### src/rtl/cpu_types_pkg.sv
`default_nettype none
// ---------------------------------------------------------------------------
// cpu_types_pkg : shared CPU datapath types (mux selects, memory-stage state)
// Rev 1.0
// ---------------------------------------------------------------------------
package cpu_types_pkg;

   typedef enum logic [1:0] {
      WB_ALU = 2'd0,
      WB_MEM = 2'd1,
      WB_PC4 = 2'd2,
      WB_LUI = 2'd3
   } wb_sel_t;

   typedef enum logic [1:0] {
      PC_NEXT   = 2'd0,
      PC_BRANCH = 2'd1,
      PC_JUMP   = 2'd2,
      PC_JR     = 2'd3
   } pc_sel_t;

   typedef enum logic [1:0] {
      IDLE   = 2'd0,
      WAIT   = 2'd1,
      DONE   = 2'd2,
      HALTED = 2'd3
   } mem_state_t;

endpackage
`default_nettype wire

### src/rtl/sat_counter.sv
`default_nettype none
// ---------------------------------------------------------------------------
// sat_counter : up-counter that sticks at all-ones; clear has priority
// Rev 1.0
// ---------------------------------------------------------------------------
module sat_counter #(
   parameter int W = 32
) (
   input  logic         clk,
   input  logic         rst,
   input  logic         clear,
   input  logic         inc,
   output logic [W-1:0] count
);

   logic [W-1:0] r_count;

   always_ff @(posedge clk) begin
      if (rst || clear) begin
         r_count <= '0;
      end else if (inc && (r_count != {W{1'b1}})) begin
         r_count <= r_count + 1'b1;
      end
   end

   assign count = r_count;

endmodule
`default_nettype wire

### src/rtl/mem_req_unit.sv
`default_nettype none
// ---------------------------------------------------------------------------
// mem_req_unit : MEM-stage data-cache request controller with halt and stall
// Rev 1.0
// ---------------------------------------------------------------------------
module mem_req_unit
   import cpu_types_pkg::*;
#(
   parameter int WORD_W = 32,
   parameter int CNT_W  = 32
) (
   input  logic              CLK,
   input  logic              RST,
   input  logic              dREN_i,
   input  logic              dWEN_i,
   input  logic [WORD_W-1:0] addr_i,
   input  logic [WORD_W-1:0] store_i,
   input  logic              halt_i,
   input  logic              hold_i,
   input  logic              dhit,
   input  logic [WORD_W-1:0] dmemload,
   output logic              dmemREN,
   output logic              dmemWEN,
   output logic [WORD_W-1:0] dmemaddr,
   output logic [WORD_W-1:0] dmemstore,
   output logic [WORD_W-1:0] dload_o,
   output logic              mem_stall,
   output logic              halt_o,
   output logic [CNT_W-1:0]  wait_cnt
);

   mem_state_t        r_state;
   mem_state_t        w_next;
   logic [WORD_W-1:0] r_ld_q;
   logic              r_halt;
   logic              w_active;
   logic              w_req;
   logic              w_miss;

   assign w_active  = (r_state == IDLE) || (r_state == WAIT);
   assign w_req     = w_active && (dREN_i || dWEN_i);
   assign w_miss    = w_req && !dhit;

   // Store wins when both enables are high.
   assign dmemWEN   = w_active && dWEN_i;
   assign dmemREN   = w_active && dREN_i && !dWEN_i;
   assign dmemaddr  = addr_i;
   assign dmemstore = store_i;
   assign dload_o   = w_active ? dmemload : r_ld_q;
   assign mem_stall = w_miss || hold_i;
   assign halt_o    = r_halt;

   always_comb begin
      w_next = r_state;
      case (r_state)
         IDLE, WAIT: begin
            if (w_req) begin
               if (!dhit)       w_next = WAIT;
               else if (hold_i) w_next = DONE;
               else             w_next = IDLE;
            end else if (halt_i) begin
               w_next = HALTED;
            end else begin
               w_next = IDLE;
            end
         end
         DONE:    if (!hold_i) w_next = IDLE;
         HALTED:  w_next = HALTED;
         default: w_next = IDLE;
      endcase
   end

   always_ff @(posedge CLK) begin
      if (RST) begin
         r_state <= IDLE;
         r_ld_q  <= '0;
         r_halt  <= 1'b0;
      end else begin
         r_state <= w_next;
         // Hit under hold: keep the data alive until MEM/WB can take it.
         if (w_req && dhit && hold_i) r_ld_q <= dmemload;
         if (r_state == HALTED)       r_halt <= 1'b1;
      end
   end

   sat_counter #(
      .W (CNT_W)
   ) u_wait_cnt (
      .clk   (CLK),
      .rst   (RST),
      .clear (1'b0),
      .inc   (w_miss),
      .count (wait_cnt)
   );

endmodule
`default_nettype wire

### config.mk
export PLATFORM = sky130hd
export DESIGN_NAME = mem_req_unit
export DESIGN_NICKNAME = d
export VERILOG_FILES = /design/src/rtl/cpu_types_pkg.sv /design/src/rtl/sat_counter.sv /design/src/rtl/mem_req_unit.sv
export SDC_FILE = /design/constraint.sdc
export NUM_CORES = 1
export LEC_CHECK = 0
export BUFFER_PORTS_ARGS = -buffer_cell sky130_fd_sc_hd__buf_2
export CORE_MARGIN = 3
export CORE_UTILIZATION = 43
export DETAILED_ROUTE_END_ITERATION = 6
export PLACE_DENSITY = 0.8
export SYNTH_ARGS = -nofsm -noshare
export SYNTH_HDL_FRONTEND = slang
export SYNTH_SLANG_ARGS = --single-unit
export TNS_END_PERCENT = 30
### constraint.sdc
create_clock -name CLK -period 2.8 [get_ports CLK]
set_input_delay 0.42 -clock CLK [delete_from_list [all_inputs] [get_ports CLK]]
set_output_delay 0.42 -clock CLK [all_outputs]
set_load 0.05 [all_outputs]
* Yosys cells after proc, flatten, opt, wreduce, memory -nomap -nowiden *
Cells that the tools add are included.

cells by class
  add/sub/neg operators = 1
  eq/ne operators = 5
  mux-type cells = 7
  reductions and logical operators = 15

operators with widths
  cell                                           count
  adder 32 x 1 -> 32 bit, second input constant  1
  2-to-1 mux 32 bit                              1
  inequality test 32 bit, second input constant  1
  2-to-1 mux 2 bit                               5
  logical AND 1 bit                              8
  case mux 2 bit (3 select lines)                1
  == test 2 bit, second input constant           2
  logical OR 1 bit                               3
  == test 2 x 1 -> 1 bit, second input constant  1
  logical NOT 1 bit                              2
  logical NOT 2 bit                              1
  inequality test 2 bit, second input constant   1
  OR reduction 2 bit                             1

storage, ports and cells
  bits in registers = 67
  input port bits = 103

* Longest topological paths before layout *
  word-level depth = 5
  depth in mapped cells = 6

* Cells and area by module *
A second synthesis with hierarchy kept.

second synthesis, totals
  cells, all modules = 449
  area, all modules = 4146.5 um^2

modules (own cells, without submodules)
  module        times used  cells each  area an instance (um^2)  seq. area each (um^2)
  mem_req_unit  1           260         2464.9                   700.7
  sat_counter   1           189         1681.6                   640.6

* Worst setup path before layout *
OpenSTA, ideal clock, no wires.

  path kind = reg-to-reg
  start point = register u_wait_cnt.r_count[3] (netlist: u_wait_cnt.count[3])
  end point = register u_wait_cnt.r_count[28] (netlist: u_wait_cnt.count[28])
  arrival time = 2.421 ns
  path slack = 0.310 ns
  cell stages (with the launch flop) = 6
  clock period less this slack = 2.490 ns
  cell sequence = dfxtp_1 nand4_2 or4_4 or4b_4 or3_1 a21oi_1

between the ends
  word-level cells in the longest chain between the ends = 2

RTL lines
  item                                                            line               RTL
  from (decl)                                                     sat_counter.sv:16  logic [W-1:0] r_count;
  from (signal assigned)                                          sat_counter.sv:22  r_count <= r_count + 1'b1;
  branches (longest 2 deep; another with adder 32 x 1 -> 32 bit)  n/a

Several ways; the timed one is not identified.
A chain may end at the register's enable or synchronous reset.

* Worst setup path after layout *
  start point = register u_wait_cnt.r_count[7] (netlist: u_wait_cnt.count[7])
  end point = register u_wait_cnt.r_count[23] (netlist: u_wait_cnt.count[23])

The elaborated chain is that of the path after synthesis.

==> flow_summary.json <==
{
  "outcome": "finished, final reports clean",
  "core-area_mm2": 0.00838,
  "cts_buffer_depth": 2,
  "hold_viol": 0,
  "skew_ps": 6.36,
  "finalPower_mw": 2.19,
  "syn-num-nets": 569,
  "cts_made_buffers": 9,
  "p_sw_mw": 0.674,
  "die_y_um": 99.7,
  "pwr-share-comb_pct": 20.0,
  "wl_per_cell_um": 16.3,
  "grt_max_degree": 40,
  "vias": 3501,
  "grt_setup_unrepaired": "false",
  "die_area_mm2": 0.00995,
  "max_cap_viol_count": 0,
  "n_fill_cell": 813,
  "p_per_area_mw_per_mm2": 531,
  "hpwl_um": 7400,
  "gp_congestion": 0.857,
  "ctsHoldBuffers": 0,
  "irDropWorstVdd_uv": 287,
  "ys_ff_latch": 67,
  "clock_sinks": 67,
  "cp.arrival_ps": 2560,
  "final_common_cell": "buf_2",
  "die_w_um": 99.7,
  "synth.distinct_cells": 39,
  "multi_input_area_mm2": 0.00184,
  "final_cell_mix": "buf_2 (106), nand2_1 (80), dfxtp_1 (66)",
  "synth-edff-count": 0,
  "grt_pass1_vias": 3259,
  "p_int_mw": 1.51,
  "clk_latency_ps": 330,
  "finalSetupViolCount": 0,
  "min_path_cells": 3,
  "regArea_mm2": 0.00134,
  "slew_violations": 0,
  "tns_ps": 0,
  "io_pins": 235,
  "worstSetupEndpointType": "flop",
  "cts_setup_buffers": 0,
  "global_route.overflow_total": 0,
  "post-route-min-period_ps": 2330,
  "timing_worst_setup_path_type": "reg -> reg",
  "via_per_inst": 5.71,
  "cts_tree": "built",
  "syn2layout_area_growth_pct": 9.01,
  "hold_path_class": "in -> reg",
  "start_util_pct": 45.1,
  "seq_power_share_pct": 45.5,
  "ctsResizeCount": 0,
  "grt_first_pass_wirelength_um": 15900,
  "synth-async-reset-ratio_pct": 0,
  "fin_crit_sh_pct": 83.4,
  "syn_inst": 465,
  "dr.pass1.iters": 4,
  "fin_util_pct": 49.1,
  "power_leakage_nw": 1.65,
  "routed_wl_um": 9980,
  "clk_pin_slew_worst_paths_ps": 70,
  "clkPwrFrac_pct": 34.5,
  "synth.cell_area_mm2": 0.00378,
  "crit_fanout": 24,
  "drive_gt1_share_pct": 34.1,
  "p_sw_share_pct": 30.8,
  "relSlewSlack_pct": 51.3,
  "drtIter0Drc": 157,
  "avgSynthCellArea_um2": 8.13,
  "route.detailed.drc": 0,
  "antenna_found_initial": 0,
  "ys_warn_count": 0,
  "fin_nets": 608,
  "startpoint_type": "flop",
  "htree_num_levels": 3,
  "r2r.worst_path.cells": 6,
  "n_antenna_cell": 0,
  "fmax_mhz": 428,
  "port-buffer-count": 106,
  "ys.flop_type": "dfxtp_1",
  "required_ps": 3020,
  "grt_usage_pct": 19.7,
  "ant_nets": 0,
  "ctsRootBufferMaster": "clkbuf_8",
  "seq_area_frac_synth_pct": 35.5,
  "tightest_slew_ps": 730,
  "num_rows": 33
}
[synth_stat cells, drive strengths merged (3+ instances only)]
cell / instances / share of area, %
nor2: 12 / 1.2
inv: 5 / 0.50
o21ai: 13 / 1.7
nand2: 80 / 7.9
nor2b: 5 / 0.83
clkbuf: 17 / 1.7
mux2: 35 / 10
or4: 14 / 2.9
a21oi: 62 / 8.2
or3: 12 / 2.0
dfxtp: 67 / 35
nor3: 7 / 0.93
and3: 9 / 1.6
o31ai: 13 / 2.6
nand3: 14 / 1.9
nand4: 11 / 2.2
nor4: 3 / 0.89
a211oi: 3 / 0.60
buf: 70 / 14
[power groups by stage]
stage | registers [mW] | clock network (mW) | logic [mW]
5_1_grt | 0.997 | 0.819 | 0.469
3_3_place_gp | 1.01 | 0 | 0.433
6_report | 0.994 | 0.755 | 0.438
2_1_floorplan | 1.02 | 0 | 0.568
4_1_cts | 0.994 | 0.781 | 0.442
3_5_place_dp | 1.02 | 0 | 0.441
[logic make-up after synthesis]
logic type | after synthesis | share of synthesized area (%)
adder cells (fa/ha/maj) | 1 | 0.331
flip-flops | 67 | 35.5
XOR/XNOR | 1 | 0.232
AND/OR/NAND/NOR | 174 | 23.7
AO/OA/AOI/OAI | 95 | 14.0
buffers and inverters | 92 | 15.8
multiplexers | 35 | 10.4
[sequential cells by signal, summed over array words and instances, names as in the netlist, named ones only]
signal and count:
halt_o 1, r_ld_q 32, r_state 1, u_wait_cnt.count 32
[final timing paths]
| path | start | endpoint | slack (ps) |
|---|---|---|---|
| worst min register to register | r_ld_q[19]$_SDFFE_PP0P_ | r_ld_q[19]$_SDFFE_PP0P_ | 450 |
| worst max register to register | u_wait_cnt.count[7]$_SDFFE_PP0P_ | u_wait_cnt.count[23]$_SDFFE_PP0P_ | 470 |
| worst min-delay path | dmemload[13] | r_ld_q[13]$_SDFFE_PP0P_ | 330 |
| worst max-delay path | u_wait_cnt.count[7]$_SDFFE_PP0P_ | u_wait_cnt.count[23]$_SDFFE_PP0P_ | 470 |
[through the flow]
stage	cell area (um2)	hold slack, ps	setup slack, ps	instances
floorplan	3780	430	310	465
global placement	3940	438	564	598
detailed placement	3940	444	491	598
CTS	4120	311	484	613
global route	4120	317	299	613
finish	4120	333	466	613
[per-layer routing]
metal	share of wire, %	routed length [um]	global-route usage (%)	up-vias
met5	0	0	0	-
met1	38	3830	23.2	1626
met4	3.7	369	12.0	0
met3	8.9	888	4.07	61
li1	-	-	-	1659
met2	49	4890	32.6	155
[area by class of cell]
class	instances	area share, %
repair buffers	115	14.8
clock inverters	3	0.972
inverters	5	0.456
flip-flops and latches	67	32.6
clock buffers	12	3.28
multi-input cells	306	44.7
well taps	105	3.19
[worst max-delay path: stages, from the launching register on]
cell and delay, ps:
dfxtp_1 470, nand4_2 150, or4_4 570, nor4_4 450, buf_12 230, nor4_1 70
mux2_2 280
Note: power is estimated with default switching activity, not from simulation.
